File: config.mk
export PLATFORM = sky130hd
export DESIGN_NAME = fft_addr_gen
export DESIGN_NICKNAME = d
export VERILOG_FILES = /design/src/rtl/fft_addr_gen.sv
export SDC_FILE = /design/constraint.sdc
export NUM_CORES = 1
export LEC_CHECK = 0
export CAP_MARGIN = 30
export CORE_MARGIN = 10
export CORE_UTILIZATION = 50
export CTS_BUF_LIST = sky130_fd_sc_hd__clkbuf_16
export DETAILED_ROUTE_END_ITERATION = 10
export MAX_ROUTING_LAYER = met4
export PLACE_DENSITY = 0.74
export SYNTH_ARGS = -nofsm -noshare
export SYNTH_HDL_FRONTEND = slang
export SYNTH_SLANG_ARGS = --single-unit
File: constraint.sdc
create_clock -name clk -period 7.89 [get_ports clk]
set_input_delay 0.789 -clock clk [delete_from_list [all_inputs] [get_ports clk]]
set_output_delay 0.789 -clock clk [all_outputs]
set_load 0.1 [all_outputs]
File: src/rtl/fft_addr_gen.sv
// Control and address generator for a shared-butterfly radix-2 in-place DIT FFT.
// Walks every stage and butterfly, emitting data addresses, twiddle index and stage timing.
module fft_addr_gen #(
    parameter int N          = 8192,
    parameter int BF_LATENCY = 8
) (
    input  logic                         clk,
    input  logic                         rst,
    input  logic                         start,
    input  logic                         out_ready,
    output logic                         out_valid,
    output logic [$clog2(N)-1:0]         addr_a,
    output logic [$clog2(N)-1:0]         addr_b,
    output logic [$clog2(N/2)-1:0]       k,
    output logic [$clog2($clog2(N))-1:0] stage,
    output logic                         last_bf,
    output logic                         busy,
    output logic                         done
);

    localparam int AW = $clog2(N);
    localparam int JW = $clog2(N/2);
    localparam int SW = $clog2(AW);
    localparam int DW = $clog2(BF_LATENCY + 1);

    localparam logic [1:0] ST_IDLE  = 2'd0;
    localparam logic [1:0] ST_RUN   = 2'd1;
    localparam logic [1:0] ST_DRAIN = 2'd2;
    localparam logic [1:0] ST_DONE  = 2'd3;

    localparam logic [JW-1:0] J_LAST     = {JW{1'b1}};
    localparam logic [SW-1:0] S_LAST     = SW'(AW - 1);
    localparam logic [DW-1:0] DRAIN_LOAD = DW'(BF_LATENCY);
    localparam logic [AW-1:0] ONE_A      = AW'(1'b1);

    logic [1:0]    state_r, state_s;
    logic [SW-1:0] stage_r, stage_s;
    logic [JW-1:0] j_r, j_s;
    logic [DW-1:0] drain_r, drain_s;

    logic [AW-1:0] addr_a_s;
    logic [JW-1:0] k_s;

    // Top address: j with a zero bit inserted at position s.
    function automatic logic [AW-1:0] insert_zero(input logic [JW-1:0] j, input logic [SW-1:0] s);
        logic [AW-1:0] jx;
        logic [AW-1:0] low_mask;
        jx       = {1'b0, j};
        low_mask = (ONE_A << s) - ONE_A;
        return (((jx >> s) << 1'b1) << s) | (jx & low_mask);
    endfunction

    // Twiddle index: the in-group position scaled up to the N/2 twiddle grid.
    function automatic logic [JW-1:0] twiddle_index(input logic [JW-1:0] j, input logic [SW-1:0] s);
        logic [AW-1:0] jx;
        logic [AW-1:0] low_mask;
        logic [AW-1:0] scaled;
        jx       = {1'b0, j};
        low_mask = (ONE_A << s) - ONE_A;
        scaled   = (jx & low_mask) << (S_LAST - s);
        return scaled[JW-1:0];
    endfunction

    // Next-state logic for the stage/butterfly/drain walk.
    always_comb begin
        state_s = state_r;
        stage_s = stage_r;
        j_s     = j_r;
        drain_s = drain_r;
        case (state_r)
            ST_IDLE: begin
                if (start) begin
                    state_s = ST_RUN;
                    stage_s = '0;
                    j_s     = '0;
                end else begin
                    state_s = ST_IDLE;
                end
            end
            ST_RUN: begin
                if (out_ready) begin
                    if (j_r == J_LAST) begin
                        j_s     = '0;
                        drain_s = DRAIN_LOAD;
                        state_s = ST_DRAIN;
                    end else begin
                        j_s = j_r + JW'(1'b1);
                    end
                end else begin
                    state_s = ST_RUN;
                end
            end
            ST_DRAIN: begin
                drain_s = drain_r - DW'(1'b1);
                // Leave after the last write-back of the stage has landed.
                if (drain_r <= DW'(1'b1)) begin
                    drain_s = '0;
                    if (stage_r == S_LAST) begin
                        state_s = ST_DONE;
                    end else begin
                        stage_s = stage_r + SW'(1'b1);
                        state_s = ST_RUN;
                    end
                end else begin
                    state_s = ST_DRAIN;
                end
            end
            ST_DONE: begin
                stage_s = '0;
                state_s = ST_IDLE;
            end
            default: begin
                state_s = ST_IDLE;
                stage_s = '0;
                j_s     = '0;
                drain_s = '0;
            end
        endcase
    end

    // State and counter registers.
    always_ff @(posedge clk or posedge rst) begin
        if (rst) begin
            state_r <= ST_IDLE;
            stage_r <= '0;
            j_r     <= '0;
            drain_r <= '0;
        end else begin
            state_r <= state_s;
            stage_r <= stage_s;
            j_r     <= j_s;
            drain_r <= drain_s;
        end
    end

    // Address and twiddle decode of the current (stage, j).
    always_comb begin
        addr_a_s = insert_zero(j_r, stage_r);
        k_s      = twiddle_index(j_r, stage_r);
    end

    // Output decode; issue fields read zero whenever no butterfly is presented.
    always_comb begin
        out_valid = (state_r == ST_RUN);
        busy      = (state_r != ST_IDLE);
        done      = (state_r == ST_DONE);
        if (state_r == ST_RUN) begin
            addr_a  = addr_a_s;
            addr_b  = addr_a_s + (ONE_A << stage_r);
            k       = k_s;
            stage   = stage_r;
            last_bf = (j_r == J_LAST);
        end else begin
            addr_a  = '0;
            addr_b  = '0;
            k       = '0;
            stage   = '0;
            last_bf = 1'b0;
        end
    end

endmodule
# After elaboration in Yosys (flattened, before gate mapping)
# Cells that the tools add are included.
# totals
word_cells	59
output_inout_bits	46
reg_bits	22
in_bits	4
# op_classes
n_eq_ne	11
reduce_logical	8
n_mux	23
add_sub_neg	6
bitwise_logic	2
n_lt_le_gt_ge	1
shift	4
# ops
op	n
12-bit 2-to-1 mux	4
4-bit 2-to-1 mux	7
13-bit 2-to-1 mux	2
12-bit one-hot mux with 2 select lines	1
13-bit adder	1
12-bit by 13-bit bitwise AND with 13-bit output	1
13-bit bitwise OR	1
1-bit by 4-bit left shift with 13-bit output, first input constant	1
13-bit by 4-bit left shift with 12-bit output	1
13-bit by 4-bit left shift with 13-bit output	1
13-bit by 1-bit subtractor with 13-bit output, second input constant	1
12-bit by 1-bit adder with 12-bit output, second input constant	1
12-bit equality test, second input constant	1
4-bit one-hot mux with 3 select lines	1
12-bit by 4-bit right shift with 12-bit output	1
2-bit 2-to-1 mux	4
2-bit != test, second input constant	4
2-bit one-hot mux with 4 select lines	1
4-bit one-hot mux with 2 select lines	1
3-bit AND reduction	2
2-bit nonzero test	3
4-bit by 1-bit adder with 4-bit output, second input constant	1
2-bit equality test, second input constant	2
4-bit equality test, second input constant	1
other kinds (10)	11

# Longest topological paths before layout
# Gate-level depths: netlist (run 1).
# logic_depth
depth_word	6
depth_mapped	19
depth_no_buf	17

# Worst setup path after synthesis (run 1)
# Ideal clock, no wire load.
# synth_timing
path_type	register to output
start	register stage_r[0]
end	output port addr_b[11]
t_arrival_ns	5.597
t_required_ns	7.101
n_path_buf	3
stages_incl_launch_ff	17
path_slack_ns	1.504
cell_sequence	dfrtp_1 > buf_6 > inv_1 > clkbuf_1 > ha_1 > ha_1 > clkbuf_1 > a2111oi_0 > o21ai_0 > o21a_1 > o21ai_0 > o311ai_0 > ha_1 > inv_1 > nor2_1 > nor2_1 > o31ai_1
# synth_between
elab_chain_len	6
# synth_lines
item	line	text
start, declared	37	logic [SW-1:0] stage_r, stage_s;
start signal, assigned	130	stage_r <= stage_s;
1-bit by 4-bit left shift with 13-bit output	49, 149	
13-bit by 1-bit subtractor with 13-bit output	49	low_mask = (ONE_A << s) - ONE_A;
12-bit by 13-bit bitwise AND with 13-bit output	50	return (((jx >> s) << 1'b1) << s) | (jx & low_mask);
13-bit bitwise OR	50	
13-bit adder *	149	addr_b = addr_a_s + (ONE_A << stage_r);
13-bit 2-to-1 mux *	147	if (state_r == ST_RUN) begin
end, declared	13	output logic [$clog2(N)-1:0] addr_b,
# Every way passes the cells marked *; elsewhere a longest branch is shown, timed or not.

# Final worst setup path (run 1)
# layout_timing
start	register stage_r[0]
end	output port addr_b[5]
# Same word-level chain as after synthesis.

==> insert_results.sql, run 1 <==
INSERT INTO impl_metrics (metric_group, metric, value, unit) VALUES
('timing', 'finalClockSkew', '1.78', 'ps'),
('floorplanning', 'die_height', '106', 'um'),
('global_route', 'antenna_violations_before_repair', '0', ''),
('worst_hold_path', 'hold_path_depth', '1', ''),
('clock_tree', 'tritoncts_clock_tree', 'yes', ''),
('timing', 'final_min_period_over_clock_period', '78.4', '%'),
('timing', 'worst_slew_margin_rel', '33.8', '%'),
('global_route', 'grt_start_max_net_pins', '37', ''),
('worst_setup_path', 'crit_path_top_delay_cell', 'sky130_fd_sc_hd__clkdlybuf4s50_1', ''),
('clock_tree', 'clock_tree.htree_level_count', '1', ''),
('timing', 'grt_setup_unrepaired', 'false', ''),
('place', 'io_buffers', '49', ''),
('status', 'status', 'finished clean', ''),
('global_route', 'grt_pass1_vias', '3633', ''),
('worst_setup_path', 'critPathLaunchType', 'flip-flop', ''),
('clock_tree', 'cts_sinks', '22', ''),
('worst_setup_path', 'path_max_fanout', '25', ''),
('worst_hold_path', 'holdPathEnd', 'drain_r[2]$_DFFE_PP0P_', ''),
('power_and_ir_drop', 'finalPower', '643', 'uW'),
('worst_setup_path', 'timing.setup.critical_path_class', 'reg -> out', ''),
('worst_setup_path', 'path_cells', 'buf_4 -> mux2_2 -> a32o_1 -> nor3_1 -> nor3_1 -> a21oi_1 -> inv_1 -> ha_1 -> and2_1 -> o21ai_0 -> o221ai_1 -> a211o_1 -> nand2_1 -> xnor2_1 -> nor2_1 -> clkdlybuf4s50_1', ''),
('place', 'place.detailed.hpwl', '8570', 'um'),
('floorplanning', 'die_w', '106', 'um'),
('worst_hold_path', 'worst_hold_startpoint', 'drain_r[2]$_DFFE_PP0P_', ''),
('yosys', 'synth-compound-area-share', '26.9', '%'),
('yosys', 'mapped_avg_cell_area', '7.00', 'um^2'),
('layout', 'multi_input_area', '2880', 'um^2'),
('worst_setup_path', 'critical-path-max-stage-delay', '1140', 'ps'),
('clock_tree', 'gates_resized_cts_repair', '0', ''),
('timing', 'fin_crit', '6190', 'ps'),
('worst_setup_path', 'crit_path_most_repeated_cell', 'sky130_fd_sc_hd__nor3_1', ''),
('yosys', 'synth.ff_latch_count', '22', ''),
('clock_tree', 'worst_setup_hold_path_clk_slew', '60', 'ps'),
('timing', 'final.hold.worst_slack', '511', 'ps'),
('worst_setup_path', 'reg2reg_depth', '7', ''),
('layout', 'filler_cell_count', '669', ''),
('clock_tree', 'cts_hold_buffers', '0', ''),
('place', 'dpl_worst_slack', '2000', 'ps'),
('detailed_routing', 'drt_first_iter_violations', '326', ''),
('floorplanning', 'die_area', '11200', 'um^2'),
('worst_setup_path', 'timing.critical_path.arrival', '5400', 'ps'),
('worst_setup_path', 'reg2reg_setup_slack', '5110', 'ps'),
('timing', 'timing.final.max_slew_violations', '0', ''),
('detailed_routing', 'dr_vias_cell', '6.20', ''),
('timing', 'worst_slew_pin_slew', '990', 'ps'),
('yosys', 'synthSimpleGateAreaFrac', '30.5', '%'),
('detailed_routing', 'drc_viols', '0', ''),
('clock_tree', 'cell_at_the_root_of_the_clock_tree', 'sky130_fd_sc_hd__clkbuf_16', ''),
('power_and_ir_drop', 'power_leakage', '1.77', 'nW'),
('timing', 'totalNegativeSetupSlack', '0', 'ps'),
('power_and_ir_drop', 'power.density_cell_area', '151', 'nW/um^2'),
('layout', 'area_growth', '15.8', '%'),
('layout', 'fin_util', '59.2', '%'),
('yosys', 'postSynth.asyncResetShare', '100', '%'),
('yosys', 'number_of_cells_produced_by_synthesis', '524', ''),
('yosys', 'synth_xor_area_share', '5.25', '%'),
('worst_setup_path', 'critical_path.top_delay_family', 'buffers and inverters', ''),
('timing', 'fmax', '162', 'MHz'),
('worst_setup_path', 'cp_num_buf_inv', '3', ''),
('layout', 'layout.area.seq', '551', 'um^2'),
('clock_tree', 'clk_latency', '250', 'ps'),
('timing', 'setup_viol', '0', ''),
('floorplanning', 'pin_count', '50', ''),
('yosys', 'synth_enable_flop_cells', '0', ''),
('layout', 'drive_gt1_share', '7.69', '%'),
('detailed_routing', 'firstDrtPassIters', '6', ''),
('place', 'placed_cells_incl_taps', '641', ''),
('yosys', 'adder_cell_area_share_of_the_yosys_netlist', '7.37', '%'),
('timing', 'timing.final.hold_violations', '0', ''),
('detailed_routing', 'ant_nets', '0', ''),
('worst_setup_path', 'r2r-end', 'j_r[8]$_DFFE_PP0P_', '');
## logic make-up after synthesis
group / after synthesis
AOI/OAI and AO/OA: 147
xor gates and xnor gates: 22
adders and majority gates: 21
buffers and inverters: 56
DFF: 22
muxes: 25
other: 1
and+or+nand+nor: 230
## layout make-up
cell class | count | share of cell area, %
Clock buffer | 3 | 1.77
Clock inverter | 1 | 0.707
Inverter | 20 | 1.77
Multi-Input combinational cell | 446 | 67.9
Sequential cell | 22 | 13.0
Tap cell | 99 | 2.92
Timing Repair Buffer | 54 | 12.0
## synth_stat cells, drive strengths merged, types with 4 or more instances
| cell | n | area [um^2] |
|---|---|---|
| nor2b | 10 | 62.6 |
| nor2 | 63 | 236 |
| nand4 | 4 | 25.0 |
| nand2 | 68 | 258 |
| clkbuf | 25 | 93.8 |
| buf | 11 | 66.3 |
| and2 | 17 | 106 |
| mux2 | 14 | 165 |
| and3 | 8 | 50.1 |
| inv | 20 | 75.1 |
| xnor2 | 18 | 158 |
| dfrtp | 22 | 551 |
| o21ai | 44 | 224 |
| xor2 | 4 | 35.0 |
| nor3b | 4 | 40.0 |
| nand3 | 20 | 105 |
| o211ai | 8 | 60.1 |
| nor3 | 12 | 65.1 |
| o31ai | 5 | 37.5 |
| ha | 20 | 250 |
| or3 | 6 | 42.5 |
| o221ai | 4 | 35.0 |
| a31oi | 9 | 83.8 |
| or2 | 4 | 25.0 |
| a211o | 4 | 35.0 |
| mux2i | 8 | 80.1 |
| nand2b | 6 | 37.5 |
| a21oi | 32 | 160 |
## power breakdown
| group | internal (mW) | leakage (nW) | switching, mW |
|---|---|---|---|
| Clock | 0.101 | 0.0511 | 0.0386 |
| Combinational | 0.0956 | 1.42 | 0.257 |
| Sequential | 0.123 | 0.295 | 0.0287 |
| Total | 0.319 | 1.77 | 0.324 |
## layout by cell type (no fill, tap or decap), types with 6 or more instances in the layout
cell type and n:
sky130_fd_sc_hd__and3_1 8, sky130_fd_sc_hd__o21ai_0 42, sky130_fd_sc_hd__xnor2_1 18, sky130_fd_sc_hd__and2_1 15, sky130_fd_sc_hd__a31oi_1 6, sky130_fd_sc_hd__nor3_1 11, sky130_fd_sc_hd__nand2b_1 6, sky130_fd_sc_hd__nand3_1 19
sky130_fd_sc_hd__mux2i_1 8, sky130_fd_sc_hd__dfrtp_1 22, sky130_fd_sc_hd__nor2b_1 10, sky130_fd_sc_hd__buf_4 12, sky130_fd_sc_hd__clkdlybuf4s50_1 42, sky130_fd_sc_hd__nand2_1 67, sky130_fd_sc_hd__o211ai_1 8, sky130_fd_sc_hd__nor2_1 63
sky130_fd_sc_hd__a21oi_1 32, sky130_fd_sc_hd__mux2_2 6, sky130_fd_sc_hd__inv_1 19, sky130_fd_sc_hd__ha_1 20, sky130_fd_sc_hd__mux2_1 6
## registers in the layout, summed over array words and instances (netlist names)
signal	flops
j_r	12
drain_r	4
stage_r	4
state_r	2
## how the worst max path moves through the flow
| stage | endpoint | depth (start not counted) | slack, ps | start |
|---|---|---|---|---|
| 3_3_place_gp | addr_b[5] | 16 | 2040 | stage_r[0]$_DFFE_PP0P_ |
| 4_1_cts | addr_b[5] | 16 | 1700 | stage_r[0]$_DFFE_PP0P_ |
| 5_1_grt | addr_b[5] | 14 | 1330 | stage_r[1]$_DFFE_PP0P_ |
| 3_5_place_dp | addr_b[5] | 16 | 2000 | stage_r[0]$_DFFE_PP0P_ |
| 2_1_floorplan | addr_b[11] | 16 | 1500 | stage_r[0]$_DFFE_PP0P_ |
| 6_report | addr_b[5] | 16 | 1700 | stage_r[0]$_DFFE_PP0P_ |
## routing by layer
layer	share of wire (%)	up-vias	GRT usage, %
li1	-	1926	-
met1	44	1884	24.3
met2	48	160	31.7
met3	6.1	26	2.38
met4	2.4	0	5.71
met5	0	-	-
Note: power is estimated with default switching activity, not from simulation.
==> run 2, diff against run 1 <==
clock period = 6.05 ns   (was 7.89 ns; I/O delays follow)
==> run 2 against run 1 <==
  * Largest power group unchanged
  * Core utilization up 1.8 points
  * Critical path depth is 1 higher
  * Critical endpoint is now addr_b[12]
  * Hold slack gained 23 ps
  * Die area unchanged
==> insert_results.sql, run 2 (synthesis results as in run 1) <==
INSERT INTO impl_metrics (metric_group, metric, value, unit) VALUES
('status', 'status', 'finished clean', ''),
('power_and_ir_drop', 'total_switching_power', '429', 'uW'),
('timing', 'totalNegativeSetupSlack', '0', 'ps'),
('timing', 'worst_slew_margin_rel', '34.8', '%'),
('timing', 'timing.final.max_slew_violations', '0', ''),
('place', 'io_buffers', '49', ''),
('global_route', 'globalRouteTotalUtil', '20.2', '%'),
('layout', 'final_nets', '578', ''),
('timing', 'finalClockSkew', '1.54', 'ps'),
('timing', 'grt_setup_unrepaired', 'false', ''),
('clock_tree', 'clock_tree.htree_level_count', '1', ''),
('layout', 'final_cell_mix', 'sky130_fd_sc_hd__nand2_1, sky130_fd_sc_hd__nor2_1, sky130_fd_sc_hd__o21ai_0', ''),
('layout', 'top_register', 'j_r', ''),
('clock_tree', 'tritoncts_clock_tree', 'yes', ''),
('worst_setup_path', 'critPathLaunchType', 'flip-flop', ''),
('timing', 'final_min_period_over_clock_period', '89.1', '%'),
('timing', 'fin_crit', '5390', 'ps'),
('clock_tree', 'gates_resized_cts_repair', '0', ''),
('worst_setup_path', 'crit_path_end_kind', 'output port', ''),
('global_route', 'grt_pass1_vias', '3729', ''),
('worst_setup_path', 'reg2reg_depth', '6', ''),
('floorplanning', 'initial_core_util', '51.1', '%'),
('place', 'place.detailed.hpwl', '9000', 'um'),
('detailed_routing', 'ant_nets', '0', ''),
('detailed_routing', 'drc_viols', '0', ''),
('floorplanning', 'die_height', '106', 'um'),
('worst_setup_path', 'critPathRequiredTime', '5440', 'ps'),
('worst_setup_path', 'path_max_fanout', '17', ''),
('clock_tree', 'cell_at_the_root_of_the_clock_tree', 'sky130_fd_sc_hd__clkbuf_16', ''),
('floorplanning', 'standard_cell_core_area', '7180', 'um^2'),
('place', 'finalWeightedCongestion', '0.987', ''),
('detailed_routing', 'vias', '4036', ''),
('clock_tree', 'cts_made_buffers', '3', ''),
('layout', 'stdcell_count', '651', ''),
('detailed_routing', 'firstDrtPassIters', '5', ''),
('global_route', 'grt_start_max_net_pins', '25', ''),
('timing', 'fmax', '186', 'MHz'),
('detailed_routing', 'average_detailed_routed_wire_length_per_instance', '18.0', 'um'),
('detailed_routing', 'total_routed_wirelength', '11700', 'um'),
('worst_setup_path', 'worst_r2r_src', 'state_r[1]$_DFFE_PP0P_', ''),
('worst_setup_path', 'timing.setup.critical_path_class', 'reg -> out', ''),
('worst_setup_path', 'timing.critical_path.from', 'stage_r[0]$_DFFE_PP0P_', ''),
('worst_setup_path', 'path_cells', 'inv_1 -> buf_4 -> ha_1 -> ha_1 -> a2111oi_0 -> o21ai_0 -> o21a_1 -> o21ai_0 -> o311ai_0 -> ha_1 -> inv_1 -> o21bai_1 -> a21o_1 -> or3_1 -> mux2i_1 -> a311o_1 -> buf_12', ''),
('global_route', 'antenna_violations_before_repair', '0', ''),
('layout', 'filler_cell_count', '680', ''),
('layout', 'antenna_cells', '0', ''),
('timing', 'worst_slew_pin_slew', '975', 'ps'),
('clock_tree', 'clk_latency', '250', 'ps'),
('floorplanning', 'pin_count', '50', ''),
('power_and_ir_drop', 'clkPwrFrac', '21.6', '%'),
('power_and_ir_drop', 'power.share.sequential', '23.2', '%'),
('layout', 'drive_gt1_share', '13.9', '%'),
('detailed_routing', 'drt_first_iter_violations', '309', ''),
('layout', 'final_common_cell', 'sky130_fd_sc_hd__nand2_1', ''),
('worst_setup_path', 'critical-path-max-stage-delay', '510', 'ps'),
('power_and_ir_drop', 'swShare', '50.3', '%'),
('clock_tree', 'cts_hold_buffers', '0', ''),
('clock_tree', 'cts_sinks', '22', ''),
('floorplanning', 'number_of_placement_rows', '31', ''),
('worst_setup_path', 'timing.critical_path.arrival', '4780', 'ps'),
('clock_tree', 'max-clock-path-buffers', '2', ''),
('layout', 'largestRegisters', 'j_r x12, drain_r x4, stage_r x4', ''),
('worst_setup_path', 'setup.worst_path.end', 'addr_b[12]', ''),
('worst_setup_path', 'reg2reg_setup_slack', '2860', 'ps'),
('global_route', 'grt_overflow_total', '0', ''),
('timing', 'setup_viol', '0', ''),
('worst_setup_path', 'cp_num_buf_inv', '4', ''),
('place', 'placed_cells_incl_taps', '647', ''),
('power_and_ir_drop', 'power.density_cell_area', '195', 'nW/um^2'),
('power_and_ir_drop', 'p_int', '424', 'uW'),
('clock_tree', 'worst_setup_hold_path_clk_slew', '60', 'ps'),
('layout', 'area_growth', '19.3', '%'),
('power_and_ir_drop', 'combinational_fraction_of_design_power', '55.2', '%'),
('worst_setup_path', 'crit_path_most_repeated_cell', 'sky130_fd_sc_hd__ha_1', ''),
('layout', 'number_of_flip_flops_under_the_largest_register_name', '12', ''),
('floorplanning', 'die_area', '11200', 'um^2'),
('power_and_ir_drop', 'worst_ir_drop_vdd', '0.200', 'mV'),
('worst_setup_path', 'crit_path_top_delay_cell', 'sky130_fd_sc_hd__a2111oi_0', ''),
('detailed_routing', 'dr_vias_cell', '6.20', ''),
('clock_tree', 'cts_setup_buffers', '0', ''),
('worst_setup_path', 'r2r-end', 'j_r[8]$_DFFE_PP0P_', ''),
('global_route', 'grt_first_pass_wirelength', '18900', 'um'),
('timing', 'timing.final.hold_violations', '0', ''),
('worst_setup_path', 'critical_path.top_delay_family', 'compound AO/OA/AOI/OAI gates', ''),
('floorplanning', 'die_w', '106', 'um'),
('flow_run', 'max_capacitance_violation_count', '0', ''),
('worst_setup_path', 'critical_path_depth', '17', ''),
('worst_hold_path', 'worst_hold_path_type', 'reg -> reg', ''),
('power_and_ir_drop', 'power_leakage', '1.88', 'nW');
run 2: cell types whose count changed in the layout (fill, tap and decap cells not counted), sizes merged:
cell	previous run	this run
buf	12	46
clkdlybuf4s50	42	14
run 2: final cells by class:
class | count | area (um^2) | area share, %
Tap cell | 99 | 124 | 2.83
Sequential cell | 22 | 551 | 12.6
Clock inverter | 1 | 30.0 | 0.686
Timing Repair Buffer | 60 | 636 | 14.5
Multi-Input combinational cell | 446 | 2890 | 66.0
Clock buffer | 3 | 75.1 | 1.72
Inverter | 20 | 75.1 | 1.72
run 2: worst min-delay path by stage:
stage                                       from                     end  slack, ps  cells after the start
after global routing      drain_r[2]$_DFFE_PP0P_  drain_r[2]$_DFFE_PP0P_        540                      1
after CTS                 drain_r[2]$_DFFE_PP0P_  drain_r[2]$_DFFE_PP0P_        530                      1
after floorplan           drain_r[2]$_DFFE_PP0P_  drain_r[2]$_DFFE_PP0P_        480                      1
final                     drain_r[1]$_DFFE_PP0P_  drain_r[1]$_DFFE_PP0P_        530                      2
after detailed placement  drain_r[2]$_DFFE_PP0P_  drain_r[2]$_DFFE_PP0P_        520                      1
after global placement    drain_r[2]$_DFFE_PP0P_  drain_r[2]$_DFFE_PP0P_        500                      1
run 2: worst min-delay path, delay by kind of cell, from the launching register on:
kind / cells / cell delay (ps)
DFF: 1 / 360
AOI/OAI and AO/OA: 1 / 70
and+or+nand+nor: 1 / 70
run 2: through the flow:
step | worst slack [ps] | area [um^2] | utilization (%) | hold WS [ps] | total power [mW]
after floorplan | 516 | 3670 | - | 476 | 0.552
after global placement | 1220 | 4270 | 59.5 | 503 | 0.667
after detailed placement | 1110 | 4270 | 59.5 | 523 | 0.671
after CTS | 811 | 4380 | 61.0 | 531 | 0.856
after global routing | 266 | 4380 | 61.0 | 541 | 0.892
final | 661 | 4380 | 61.0 | 534 | 0.854
run 2: layer usage:
metal	share of wire, %	global-route usage (%)	up-vias
met5	0	-	-
met4	1.3	4.26	0
met3	5.8	1.71	22
met2	48	33.5	164
met1	45	26.1	1912
li1	-	-	1938
run 2: power by group through the flow:
stage	clock network, mW	logic (mW)	registers [mW]
2_1_floorplan	0	0.378	0.174
3_3_place_gp	0	0.469	0.198
3_5_place_dp	0	0.471	0.200
4_1_cts	0.187	0.472	0.197
5_1_grt	0.191	0.499	0.202
6_report	0.185	0.471	0.198
==> run 3, diff against run 2 <==
CORE_UTILIZATION = 25   (was 50)
GPL_TIMING_DRIVEN = 1   (was default)
PLACE_DENSITY = 0.54   (was 0.74)
==> run 3 against run 2 <==
  * Die area grew 78%
  * Clock skew rose by 4.7 ps
  * Sequential share of layout area is 0.36 points lower
  * Clock-buffer cell count unchanged
  * Sequential cell count unchanged
  * Critical path type unchanged
  * Critical endpoint is now addr_b[11]
  * Largest cell class unchanged
==> insert_results.sql, run 3 (synthesis results as in run 1) <==
INSERT INTO impl_metrics (metric_group, metric, value, unit) VALUES
('floorplanning', 'die_area', '19900', 'um^2'),
('place', 'area_of_placed_instances', '4430', 'um^2'),
('place', 'placed_cells_incl_taps', '734', ''),
('timing', 'grt_setup_unrepaired', 'false', ''),
('detailed_routing', 'average_detailed_routed_wire_length_per_instance', '16.8', 'um'),
('power_and_ir_drop', 'power.density_cell_area', '182', 'nW/um^2'),
('power_and_ir_drop', 'power_leakage', '1.88', 'nW'),
('detailed_routing', 'dr_vias_cell', '5.42', ''),
('timing', 'fmax', '192', 'MHz'),
('global_route', 'grt_overflow_total', '0', ''),
('floorplanning', 'die_height', '141', 'um'),
('power_and_ir_drop', 'total_switching_power', '432', 'uW'),
('power_and_ir_drop', 'worst_ir_drop_vdd', '0.152', 'mV'),
('timing', 'totalNegativeSetupSlack', '0', 'ps'),
('status', 'status', 'finished clean', ''),
('clock_tree', 'cts_made_buffers', '3', ''),
('clock_tree', 'cts_hold_buffers', '0', ''),
('timing', 'fin_crit', '5210', 'ps'),
('floorplanning', 'die_w', '141', 'um'),
('global_route', 'antenna_violations_before_repair', '0', ''),
('worst_setup_path', 'timing.setup.critical_path_class', 'reg -> out', ''),
('timing', 'worst_slew_pin_slew', '987', 'ps'),
('timing', 'timing.final.ws_setup', '836', 'ps'),
('power_and_ir_drop', 'combinational_fraction_of_design_power', '58.9', '%'),
('worst_setup_path', 'path_max_fanout', '24', ''),
('place', 'place.detailed.hpwl', '9770', 'um'),
('clock_tree', 'tritoncts_clock_tree', 'yes', ''),
('detailed_routing', 'firstDrtPassIters', '5', ''),
('timing', 'worst_slew_margin_rel', '34.0', '%'),
('layout', 'final_nets', '580', ''),
('detailed_routing', 'ant_nets', '0', ''),
('layout', 'top_register', 'j_r', ''),
('clock_tree', 'clock_tree.htree_level_count', '1', ''),
('detailed_routing', 'total_routed_wirelength', '12400', 'um'),
('floorplanning', 'pin_count', '50', ''),
('timing', 'finalClockSkew', '6.25', 'ps'),
('worst_setup_path', 'crit_path_most_repeated_cell', 'sky130_fd_sc_hd__nor3_1', ''),
('worst_setup_path', 'reg2reg_setup_slack', '3170', 'ps'),
('worst_setup_path', 'critPathLaunchType', 'flip-flop', ''),
('worst_setup_path', 'timing.critical_path.arrival', '4610', 'ps'),
('worst_setup_path', 'crit_path_top_delay_cell', 'sky130_fd_sc_hd__mux2_2', ''),
('floorplanning', 'standard_cell_core_area', '14500', 'um^2'),
('power_and_ir_drop', 'power.share.sequential', '24.2', '%'),
('global_route', 'grt_pass1_vias', '3801', ''),
('clock_tree', 'cts_setup_buffers', '0', ''),
('layout', 'largestRegisters', 'j_r x12, drain_r x4, stage_r x4', ''),
('clock_tree', 'cts_sinks', '22', ''),
('layout', 'final_cell_mix', 'sky130_fd_sc_hd__nand2_1, sky130_fd_sc_hd__nor2_1, sky130_fd_sc_hd__o21ai_0', ''),
('layout', 'stdcell_count', '737', ''),
('layout', 'antenna_cells', '0', ''),
('place', 'finalWeightedCongestion', '0.915', ''),
('layout', 'finalInstanceArea', '4510', 'um^2'),
('clock_tree', 'worst_setup_hold_path_clk_slew', '60', 'ps'),
('worst_setup_path', 'critical-path-max-stage-delay', '420', 'ps'),
('power_and_ir_drop', 'swShare', '52.6', '%'),
('power_and_ir_drop', 'clkPwrFrac', '16.9', '%'),
('worst_setup_path', 'critical_path.top_delay_family', 'compound AO/OA/AOI/OAI gates', ''),
('clock_tree', 'max-clock-path-buffers', '2', ''),
('worst_setup_path', 'path_cells', 'buf_4 -> mux2_2 -> a32o_1 -> nor3_1 -> nor3_1 -> a21oi_1 -> inv_1 -> ha_1 -> and2_1 -> o21ai_0 -> o221ai_1 -> a211o_1 -> a31o_1 -> a31oi_1 -> o211ai_1 -> o31ai_2 -> buf_12', ''),
('timing', 'final_min_period_over_clock_period', '86.2', '%'),
('layout', 'filler_cell_count', '1546', ''),
('worst_setup_path', 'critPathRequiredTime', '5440', 'ps'),
('timing', 'timing.final.hold_violations', '0', ''),
('clock_tree', 'cell_at_the_root_of_the_clock_tree', 'sky130_fd_sc_hd__clkbuf_16', ''),
('floorplanning', 'number_of_placement_rows', '44', ''),
('place', 'dpl_worst_slack', '1160', 'ps'),
('flow_run', 'max_capacitance_violation_count', '0', ''),
('detailed_routing', 'drt_first_iter_violations', '293', ''),
('layout', 'area_growth', '22.9', '%'),
('detailed_routing', 'drc_viols', '0', ''),
('global_route', 'globalRouteTotalUtil', '12.2', '%'),
('clock_tree', 'clk_latency', '260', 'ps'),
('global_route', 'grt_start_max_net_pins', '37', ''),
('layout', 'final_common_cell', 'sky130_fd_sc_hd__nand2_1', ''),
('detailed_routing', 'vias', '3993', ''),
('layout', 'drive_gt1_share', '14.1', '%'),
('timing', 'timing.final.max_slew_violations', '0', ''),
('timing', 'setup_viol', '0', ''),
('clock_tree', 'gates_resized_cts_repair', '0', ''),
('worst_setup_path', 'cp_num_buf_inv', '3', ''),
('layout', 'number_of_flip_flops_under_the_largest_register_name', '12', ''),
('worst_hold_path', 'worst_hold_path_type', 'reg -> reg', ''),
('power_and_ir_drop', 'p_int', '389', 'uW'),
('worst_setup_path', 'crit_path_end_kind', 'output port', ''),
('place', 'io_buffers', '49', ''),
('global_route', 'grt_first_pass_wirelength', '19900', 'um'),
('floorplanning', 'initial_core_util', '25.3', '%');
==> run 3: cell types whose count changed in the layout (fill, tap and decap cells not counted), sizes merged <==
| cell | change |
|---|---|
| buf | +2 |
| bufinv | -1 |
==> run 3: worst paths after layout <==
kind / end / cells after the start / startpoint
max: addr_b[11] / 17 / stage_r[0]$_DFFE_PP0P_
min: drain_r[2]$_DFFE_PP0P_ / 1 / drain_r[2]$_DFFE_PP0P_
max reg2reg: j_r[8]$_DFFE_PP0P_ / 7 / state_r[1]$_DFFE_PP0P_
min reg2reg: drain_r[2]$_DFFE_PP0P_ / 1 / drain_r[2]$_DFFE_PP0P_
max in group asynchronous: j_r[6]$_DFFE_PP0P_ / 2 / rst
min in group asynchronous: drain_r[1]$_DFFE_PP0P_ / 2 / rst
==> run 3: stage by stage <==
stage               hold slack, ps  utilization [%]  power, mW
finish                         526             31.1      0.820
floorplan                      476                -      0.552
detailed placement             518             30.6      0.687
CTS                            526             31.1      0.825
global route                   569             31.1      0.860
global placement               502             30.6      0.683
==> run 3: area by class of cell <==
type                            instances  area, um^2  share of cell area [%]
Clock buffer                            3        75.1                    1.67
Inverter                               20        75.1                    1.67
Multi-Input combinational cell        446        2890                    64.1
Sequential cell                        22         551                    12.2
Tap cell                              184         230                    5.11
Timing Repair Buffer                   62         688                    15.3
==> run 3: worst reg2reg max path, cell delays in order (launching register included) <==
cell	delay, ps
sky130_fd_sc_hd__dfrtp_1	460
sky130_fd_sc_hd__nand2b_1	180
sky130_fd_sc_hd__buf_4	240
sky130_fd_sc_hd__inv_1	520
sky130_fd_sc_hd__a21oi_1	390
sky130_fd_sc_hd__or4b_2	750
sky130_fd_sc_hd__xor2_1	150
sky130_fd_sc_hd__nor2_1	50
==> run 3: power by group through the flow <==
stage                     combinational [mW]  sequential (mW)  clock, mW
final                                  0.483            0.198      0.139
after global routing                   0.513            0.202      0.145
after CTS                              0.487            0.198      0.140
after detailed placement               0.486            0.201          0
after global placement                 0.483            0.200          0
after floorplan                        0.378            0.174          0
==> run 3: layer usage <==
layer / part of all wire (%) / vias up / global-route usage, %
li1: - / 1943 / -
met3: 5.8 / 18 / 1.55
met1: 45 / 1902 / 15.7
met2: 48 / 130 / 19.9
met4: 1.6 / 0 / 2.83
met5: 0 / - / -
==> edit (config.mk and constraints of run 2) <==
Make the reset (`rst`) synchronous in one clocked block.
--- a/src/rtl/fft_addr_gen.sv
+++ b/src/rtl/fft_addr_gen.sv
@@ -121,3 +121,3 @@
     // State and counter registers.
-    always_ff @(posedge clk or posedge rst) begin
+    always_ff @(posedge clk) begin
         if (rst) begin
Check against the original RTL: differs if rst is asserted again (counterexample within 4 cycles, from zero or initial values and one cycle with rst high); with rst held inactive, the same outputs for 10 cycles.
==> edit against run 2 <==
Non-clock buffer count rose by 7. Synthesized area barely moved. Cell count rose by 0.92%. Worst setup slack got worse by 0.26 ns. Routed wire length rose by 4.8%. Critical path depth rose by 1. Design area barely moved. Sequential cell count did not move. Critical path type unchanged. Largest cell class unchanged. Highest routed layer unchanged.
Power is not compared: it rests on default switching activity, and its combinational part moved more than twofold at a synthesized area within 25%.
==> edit: results (changes against run 2) <==
Drt
  • Met3 wire len: 768 um (+13%)
  • Wire per inst: 18.7 um (+3.8%)
  • DR WL met2: 5930 um (+5.6%)
  • WL met1: 5140 um (-2.4%)
  • 1st-iter DRT viols: 385 (+25%)
  • Via count: 4136 (+2.5%)

Yosys
  • Compound-Gate Fraction of Synth Area: 26.6% (-0.29 points)
  • Mapped Nets: 554 (+0.91%)
  • Synth top area cells: dfxtp_1 (12%), mux2i_1 (7.6%), ha_1 (6.8%), nor2_1 (6.5%), nand2_1 (5.0%)
  • Distinct cells, synth: 72 (-6.5%)
  • Mux share of post-synthesis cell area: 13.1% (+4.5 points)
  • Asr flop ratio synth: 0% (-100 points)
  • Post-synth top cells: nor2_1 (63), nand2_1 (49), a21oi_1 (33)
  • Adder-cell share of the synthesized area: 7.65% (+0.28 points)
  • Area share of xor/xnor cells in the synthesized design: 4.78% (-0.47 points)
  • Seq/Total Area, Yosys: 12.0% (-3.0 points)

Cells and area
  • Fillers: 667 (-1.9%)
  • Nets: 585 (+1.2%)
  • Layout cells sized above 1: 16.7% (+2.7 points)

Global route
  • Vias in the first global route: 3828 (+2.7%)
  • Met1 usage: 25.2% (-0.98 points)
  • Met2 usage: 36.2% (+2.7 points)
  • All-layer global routing usage: 21.4% (+1.2 points)
  • Pin count of the biggest net entering global routing: 33 (+32%)
  • First-pass GRT wire length: 19600 um (+3.9%)
  • Met3 Resource Use GR: 2.44% (+0.73 points)

Critical path
  • Critical Path Fanout Max: 22 (+5)
  • Slowest-stage cell, CP: a2111oi_1
  • Crit-path leading delay family: compound AO/OA/AOI/OAI gates
  • RR Startpoint: drain_r[0]
  • Max stage delay on crit path: 0.63 ns (+0.12 ns)
  • Worst Path Arrival: 5.05 ns (+0.27 ns)
  • Critical Path Start: stage_r[3]
  • Worst R2R Setup Slack: 3.88 ns (+1.02 ns)

Placed design
  • DP Area: 4290 um2 (+0.53%)
  • Gp weighted congestion: 0.987 (about the same)
  • Hpwl dp: 9520 um (+5.8%)

Power and ir drop
  • Sw frac: 29.7%

Timing
  • Hold WS: 0.504 ns (-0.0302 ns)
  • Slew margin rel.: 34.1% (-0.75 points)
  • Layout Skew: 0.00206 ns (+0.000516 ns)

Outcome
  • Run status: finished, final reports clean

Min path
  • Hold_sp: drain_r[2]
  • Hold Crit Class: reg2reg

Clock network
  • Worst-case clock buffer depth: 2 (unchanged)
## edit: cell type report
| cell class | instances | area (um2) | area share (%) |
|---|---|---|---|
| repair buffers | 67 | 666 | 15.2 |
| inverters | 24 | 90.1 | 2.06 |
| clock buffers | 3 | 75.1 | 1.71 |
| flip-flops and latches | 22 | 442 | 10.1 |
| multi-input cells | 442 | 2980 | 68.1 |
| well taps | 99 | 124 | 2.83 |
## edit: timing repair
| item | CTS | global route |
|---|---|---|
| endpoints found under the setup margin | 0 | 4 |
| endpoints found under the hold margin | 0 | 0 |
| gates resized for setup | 0 | 2 |
## edit: through the flow
stage	setup slack (ns)	instances	util, %
global placement	0.639	654	59.8
finish	0.397	657	61.0
detailed placement	0.523	654	59.8
CTS	0.242	657	60.9
floorplan	0.148	529	-
global route	0.141	657	61.0
## edit: cell families after synthesis
family                   Yosys count
adder cells (fa/ha/maj)           22
AND/OR/NAND/NOR                  214
other                              1
AO/OA/AOI/OAI                    142
flip-flops                        22
buffers and inverters             65
multiplexers                      43
XOR/XNOR                          20
## edit: power groups by stage
stage | sequential, mW | combinational (mW) | clock (mW)
5_1_grt | 0.148 | 0.0833 | 0.145
2_1_floorplan | 0.151 | 0.0572 | 0
3_5_place_dp | 0.151 | 0.0773 | 0
4_1_cts | 0.148 | 0.0776 | 0.139
3_3_place_gp | 0.151 | 0.0767 | 0
6_report | 0.148 | 0.0779 | 0.136
## edit: worst paths after layout
path / cells after the start / to
setup / recovery: 18 / addr_b[10]
hold / removal: 2 / drain_r[2]
setup reg to reg: 9 / stage_r[3]
hold reg to reg: 2 / drain_r[2]
